### config.mk
export PLATFORM = sky130hd
export DESIGN_NAME = hazard_ctrl
export DESIGN_NICKNAME = d
export VERILOG_FILES = /design/src/rtl/pipe_ctrl_pkg.sv /design/src/rtl/hazard_ctrl_mc_stall_counter.sv /design/src/rtl/hazard_ctrl.sv
export SDC_FILE = /design/constraint.sdc
export NUM_CORES = 1
export LEC_CHECK = 0
export CAP_MARGIN = 20
export CORE_MARGIN = 10
export CORE_UTILIZATION = 40
export CTS_CLUSTER_SIZE = 8
export DETAILED_ROUTE_END_ITERATION = 10
export MAX_ROUTING_LAYER = met4
export PLACE_DENSITY = 0.81
export SETUP_SLACK_MARGIN = 0.3
export SLEW_MARGIN = 20
export SYNTH_ARGS = -nofsm -noshare
export SYNTH_HDL_FRONTEND = slang
export SYNTH_HIERARCHICAL = 1
export SYNTH_SLANG_ARGS = --single-unit
### constraint.sdc
create_clock -name clk_i -period 4.3 [get_ports clk_i]
set_input_delay 0.86 -clock clk_i [delete_from_list [all_inputs] [get_ports clk_i]]
set_output_delay 0.86 -clock clk_i [all_outputs]
set_load 0.01 [all_outputs]
### src/rtl/pipe_ctrl_pkg.sv
// Shared types for the pipeline sequencing controller.
// States, register-address width and the reset value of the control group.
package pipe_ctrl_pkg;

  localparam int REG_ADDR_W = 5;

  typedef enum logic [1:0] {
    IDLE     = 2'd0,
    RUN      = 2'd1,
    MEM_WAIT = 2'd2,
    MC_BUSY  = 2'd3
  } state_e;

  typedef struct packed {
    logic pc_write;
    logic ifid_hold;
    logic idex_hold;
    logic exmem_hold;
    logic memwb_hold;
    logic ifid_flush;
    logic idex_flush;
    logic exmem_flush;
    logic memwb_flush;
  } ctl_t;

  localparam ctl_t CTL_RESET = '{
    pc_write:    1'b0,
    ifid_hold:   1'b0,
    idex_hold:   1'b0,
    exmem_hold:  1'b0,
    memwb_hold:  1'b0,
    ifid_flush:  1'b1,
    idex_flush:  1'b1,
    exmem_flush: 1'b1,
    memwb_flush: 1'b1
  };

  localparam ctl_t CTL_RUN = '{
    pc_write:    1'b1,
    ifid_hold:   1'b0,
    idex_hold:   1'b0,
    exmem_hold:  1'b0,
    memwb_hold:  1'b0,
    ifid_flush:  1'b0,
    idex_flush:  1'b0,
    exmem_flush: 1'b0,
    memwb_flush: 1'b0
  };

endpackage

### src/rtl/hazard_ctrl_mc_stall_counter.sv
// Remaining-stall countdown for multi-cycle EX operations.
// Loads len-1, decrements on request while nonzero, flags nonzero now/next.
module mc_stall_counter #(
  parameter int CNT_W = 4
) (
  input  logic             clk_i,
  input  logic             rst_n_i,
  input  logic             load_i,
  input  logic             dec_i,
  input  logic [CNT_W-1:0] len_i,
  output logic             busy_o,
  output logic             busy_d_o
);

  localparam logic [CNT_W-1:0] ONE = CNT_W'(1);

  logic [CNT_W-1:0] cnt_q;
  logic [CNT_W-1:0] cnt_d;

  assign busy_o = (cnt_q != '0);

  always_comb begin
    cnt_d = cnt_q;
    if (load_i) begin
      cnt_d = len_i - ONE;
    end else if (dec_i && busy_o) begin
      cnt_d = cnt_q - ONE;
    end
  end

  assign busy_d_o = (cnt_d != '0);

  always_ff @(posedge clk_i or negedge rst_n_i) begin
    if (!rst_n_i) begin
      cnt_q <= '0;
    end else begin
      cnt_q <= cnt_d;
    end
  end

endmodule

### src/rtl/hazard_ctrl.sv
// Hold/flush/PC-write sequencing for the 5-stage pipeline.
// Optional HAZARD_PERF_CNT_EN adds stall and branch-flush counters.
module hazard_ctrl
  import pipe_ctrl_pkg::*;
#(
  parameter int CNT_W = 4
) (
  input  logic                  clk_i,
  input  logic                  rst_n_i,
  input  logic                  start_i,
  input  logic [REG_ADDR_W-1:0] id_rs1_i,
  input  logic [REG_ADDR_W-1:0] id_rs2_i,
  input  logic                  id_use_rs1_i,
  input  logic                  id_use_rs2_i,
  input  logic                  ex_memread_i,
  input  logic [REG_ADDR_W-1:0] ex_rd_i,
  input  logic                  id_branch_taken_i,
  input  logic                  mem_req_i,
  input  logic                  mem_ready_i,
  input  logic                  ex_mc_start_i,
  input  logic [CNT_W-1:0]      ex_mc_len_i,
  output logic                  pc_write_o,
  output logic                  ifid_hold_o,
  output logic                  idex_hold_o,
  output logic                  exmem_hold_o,
  output logic                  memwb_hold_o,
  output logic                  ifid_flush_o,
  output logic                  idex_flush_o,
  output logic                  exmem_flush_o,
  output logic                  memwb_flush_o
`ifdef HAZARD_PERF_CNT_EN
  ,
  output logic [31:0]           stall_cycles_o,
  output logic [31:0]           flush_events_o
`endif
);

  localparam logic [CNT_W-1:0] ONE = CNT_W'(1);

  state_e state_q;
  state_e state_d;
  ctl_t   ctl;
  logic   active;
  logic   mem_wait;
  logic   rs1_hit;
  logic   rs2_hit;
  logic   load_use;
  logic   mc_busy;
  logic   mc_busy_d;
  logic   mc_load;
  logic   mc_dec;

  assign active   = (state_q != IDLE);
  assign mem_wait = mem_req_i & ~mem_ready_i;
  assign rs1_hit  = id_use_rs1_i & (id_rs1_i == ex_rd_i);
  assign rs2_hit  = id_use_rs2_i & (id_rs2_i == ex_rd_i);
  assign load_use = ex_memread_i & (ex_rd_i != '0)
                  & (rs1_hit | rs2_hit);

  // Lengths 0 and 1 complete in the entry cycle, so no countdown.
  assign mc_load = (state_q == RUN) & ex_mc_start_i
                 & (ex_mc_len_i > ONE);
  assign mc_dec  = active & ~mem_wait;

  mc_stall_counter #(
    .CNT_W(CNT_W)
  ) u_cnt (
    .clk_i   (clk_i),
    .rst_n_i (rst_n_i),
    .load_i  (mc_load),
    .dec_i   (mc_dec),
    .len_i   (ex_mc_len_i),
    .busy_o  (mc_busy),
    .busy_d_o(mc_busy_d)
  );

  always_comb begin
    ctl = CTL_RESET;
    if (active) begin
      ctl = CTL_RUN;
      if (mem_wait) begin
        ctl.pc_write   = 1'b0;
        ctl.ifid_hold  = 1'b1;
        ctl.idex_hold  = 1'b1;
        ctl.exmem_hold = 1'b1;
        ctl.memwb_hold = 1'b1;
      end else if (mc_busy) begin
        ctl.pc_write    = 1'b0;
        ctl.ifid_hold   = 1'b1;
        ctl.idex_hold   = 1'b1;
        ctl.exmem_hold  = 1'b1;
        ctl.memwb_flush = 1'b1;
      end else if (load_use) begin
        ctl.pc_write   = 1'b0;
        ctl.ifid_hold  = 1'b1;
        ctl.idex_flush = 1'b1;
      end else if (id_branch_taken_i) begin
        ctl.ifid_flush = 1'b1;
      end
    end
  end

  always_comb begin
    state_d = state_q;
    unique case (state_q)
      IDLE: state_d = start_i ? RUN : IDLE;
      RUN, MEM_WAIT, MC_BUSY: begin
        if (mem_wait) begin
          state_d = MEM_WAIT;
        end else if (mc_busy_d) begin
          state_d = MC_BUSY;
        end else begin
          state_d = RUN;
        end
      end
      default: state_d = IDLE;
    endcase
  end

  always_ff @(posedge clk_i or negedge rst_n_i) begin
    if (!rst_n_i) begin
      state_q <= IDLE;
    end else begin
      state_q <= state_d;
    end
  end

  assign pc_write_o    = ctl.pc_write;
  assign ifid_hold_o   = ctl.ifid_hold;
  assign idex_hold_o   = ctl.idex_hold;
  assign exmem_hold_o  = ctl.exmem_hold;
  assign memwb_hold_o  = ctl.memwb_hold;
  assign ifid_flush_o  = ctl.ifid_flush;
  assign idex_flush_o  = ctl.idex_flush;
  assign exmem_flush_o = ctl.exmem_flush;
  assign memwb_flush_o = ctl.memwb_flush;

`ifdef HAZARD_PERF_CNT_EN
  logic [31:0] stall_q;
  logic [31:0] flush_q;
  logic        br_flush;

  // Outside IDLE the IF/ID flush only ever comes from a taken branch.
  assign br_flush = active & ctl.ifid_flush;

  always_ff @(posedge clk_i or negedge rst_n_i) begin
    if (!rst_n_i) begin
      stall_q <= '0;
      flush_q <= '0;
    end else begin
      if (active && !ctl.pc_write) begin
        stall_q <= stall_q + 32'd1;
      end
      if (br_flush) begin
        flush_q <= flush_q + 32'd1;
      end
    end
  end

  assign stall_cycles_o = stall_q;
  assign flush_events_o = flush_q;
`endif

endmodule

==> flow_metrics.env <==
export IMPL_finClkSkew_ns=0.00111
export IMPL_vdd_drop_max_mv=0.192
export IMPL_dr_first_iter_drc_count=15
export IMPL_yosys_area_share_adder_pct=3.82
export IMPL_cpPeakStageDelay_ns=0.56
export IMPL_finalSetupTns_ns=0
export IMPL_synth_top_cell_area_share_pct=22.9
export IMPL_grt_max_degree=8
export IMPL_num_vias=664
export IMPL_ys_types=35
export IMPL_cp_start_kind="primary input"
export IMPL_grt_pass1_wl_um=3150
export IMPL_pin_count=38
export IMPL_cts_tree="built"
export IMPL_drtPass1Iterations=4
export IMPL_crit_type="in2out"
export IMPL_synth_ff_latch_count=6
export IMPL_tightest_slew_ns=0.720
export IMPL_synth_top_cell_by_area="dfrtp_1"
export IMPL_crit_path_start="ex_rd_i[4]"
export IMPL_outcome="finished clean"
export IMPL_core_area_um2=1520
export IMPL_layout_common_cells="clkdlybuf4s50_1 (37), xnor2_1 (12), nand2_1 (10)"
export IMPL_pre_cts_ws_ns=0.563
export IMPL_period_needed_ns=3.74
export IMPL_yosys_mux_area_fraction_pct=3.06
export IMPL_cts_sinks=6
export IMPL_drv_cap=0
export IMPL_cts_path_max_buffers=2
export IMPL_synthXorXnorAreaFrac_pct=16.1
export IMPL_hp_start="state_q[1]"
export IMPL_syn_nets=110
export IMPL_synth_compound_area_share_pct=14.1
export IMPL_layout_drive_gt1_share_pct=9.48
export IMPL_routed_wl_um=1900
export IMPL_cp_common_cell="clkdlybuf4s50_1"
export IMPL_synthesis_area_um2=654
export IMPL_hp_class="reg2reg"
export IMPL_numCtsBuffers=3
export IMPL_max_freq_mhz=268
export IMPL_seq_area_um2=150
export IMPL_fin_nets=149
export IMPL_dpl_cell_count=129
export IMPL_r2r_start="state_q[1]"
export IMPL_post_cts_buffers=0
export IMPL_die_w_um=60.4
export IMPL_layout_commonest_cell="clkdlybuf4s50_1"
export IMPL_clk_latency_ns=0.23
export IMPL_cp_slowest_cell="clkdlybuf4s50_1"
export IMPL_synth_seq_area_share_pct=22.9
export IMPL_hold_buffers=0
export IMPL_die_area_um2=3650
export IMPL_grtUsageTotal_pct=11.3
export IMPL_yosys_area_share_simple_pct=34.6
export IMPL_rows=14
export IMPL_synth_top_family_by_area="simple AND/OR/NAND/NOR gates"
export IMPL_slew_viol_final=0
export IMPL_finalNonFillerCells=132
export IMPL_clk_pin_slew_ns=0.04
export IMPL_setup_viol=0
export IMPL_synthTopCellsByArea="dfrtp_1 (23%), xnor2_1 (16%), nand2_1 (5.7%), nor2_1 (4.6%), ha_1 (3.8%)"
export IMPL_n_antenna_cell=0
export IMPL_setup_ws_ns=0.563
export IMPL_via_per_inst=5.03
export IMPL_finalCritPeriodShare_pct=86.9
export IMPL_dpl_hpwl_um=1710
export IMPL_worst_ep_arrival_time_ns=2.88
export IMPL_fillCellCount=141
export IMPL_crit_required_ns=3.44
export IMPL_gp_congestion=0.824
export IMPL_detail_route_wl_per_cell_um=14.4
export IMPL_multi_input_area_um2=469
export IMPL_ant_nets=0
export IMPL_grt_pass1_vias=721
export IMPL_path_max_fanout=4
export IMPL_syn_inst=79
export IMPL_worstPathCellList="clkdlybuf4s50_1 -> or4_1 -> o21a_1 -> nand3b_4 -> o211ai_2 -> clkdlybuf4s50_1"
export IMPL_worst_setup_path_end_kind="output pin"
export IMPL_antenna_found_initial=0
export IMPL_htree_levels=1
export IMPL_port_buffers=37
export IMPL_yosysWarningCount=6
export IMPL_synth_area_per_cell_um2=8.28
export IMPL_drc_errors=0
export IMPL_rsz0062_at_grt="false"
export IMPL_die_height_um=60.4
export IMPL_p_leak_nw=0.424
export IMPL_timing_slew_headroom_pct=51.6
export IMPL_p_per_area_nw_per_um2=355
export IMPL_root_buffer="clkbuf_4"
export IMPL_overflow=0
export IMPL_syn2layout_area_growth_pct=60.6
export IMPL_cts_resized=0
export IMPL_initial_utilization_pct=42.9
export IMPL_hold_viol=0
[cells by family after synthesis]
logic type,after synthesis
AND/OR/NAND/NOR,36
buffers and inverters,8
AO/OA/AOI/OAI,13
multiplexers,2
adder cells (fa/ha/maj),2
XOR/XNOR,12
flip-flops,6
[sequential cells by signal, indices dropped and copies added (netlist names)]
register / count
u_cnt/cnt_q: 4
state_q: 2
[stage by stage]
step	power (W)	cell area [um2]	utilization, %	hold slack (ns)
finish	0.000373	1050	69.0	0.676
global route	0.000411	1050	69.0	0.708
CTS	0.000378	1050	69.0	0.671
detailed placement	0.000327	1030	67.5	0.665
global placement	0.000322	1030	67.5	0.635
floorplan	0.000238	654	-	0.564
[where the power goes]
group	switching, W	internal (W)
sequential	0.0000153	0.0000794
combinational	0.000103	0.000128
clock	0.0000160	0.0000313
[cells in the mapped netlist]
cell type	n
nor2b_1	1
o21ai_1	1
and3_4	1
dfrtp_1	6
nor4b_1	1
nor3_1	3
or2_1	1
nand3b_4	1
a21oi_1	4
nor2_1	8
o21a_1	1
nand2b_1	1
or4_1	2
o31a_1	1
or2b_2	1
and3_2	1
and4b_1	1
nand2_1	10
clkbuf_1	1
o211ai_2	1
ha_1	2
buf_4	1
or3b_4	1
a211oi_1	1
xnor2_1	12
o31ai_1	1
a31o_1	1
o22ai_1	1
inv_2	1
nand4_1	2
nor2_8	1
clkbuf_2	1
mux2i_1	2
o22a_1	1
inv_1	4
[path summary, 6_finish.rpt]
kind / to / slack (ns) / cells past startpoint
max: ifid_flush_o / 0.56 / 6
max reg2reg: state_q[1] / 1.84 / 9
min in group asynchronous: u_cnt/cnt_q[0] / 0.86 / 1
min reg2reg: u_cnt/cnt_q[3] / 0.68 / 2
min: u_cnt/cnt_q[3] / 0.68 / 2
max in group asynchronous: u_cnt/cnt_q[1] / 3.25 / 1
[cell type report]
type | instances | area share [%]
multi-input combinational | 65 | 44.6
timing repair buffer | 37 | 35.2
sequential | 6 | 14.3
clock buffer | 3 | 2.14
tap | 16 | 1.90
inverter | 5 | 1.79
[worst max-delay path: cells and delay by family]
| family | cells | cell delay [ns] |
|---|---|---|
| buffers and inverters | 2 | 1.02 |
| AND/OR/NAND/NOR | 2 | 0.71 |
| AO/OA/AOI/OAI | 2 | 0.28 |
[routing by layer]
metal	vias up	GRT usage (%)	part of all wire [%]
met5	-	-	0
met4	0	2.82	0
met3	0	4.18	7.5
met2	18	18.2	48
met1	290	13.0	44
li1	356	-	-
Power figures use the tool's default switching activity.
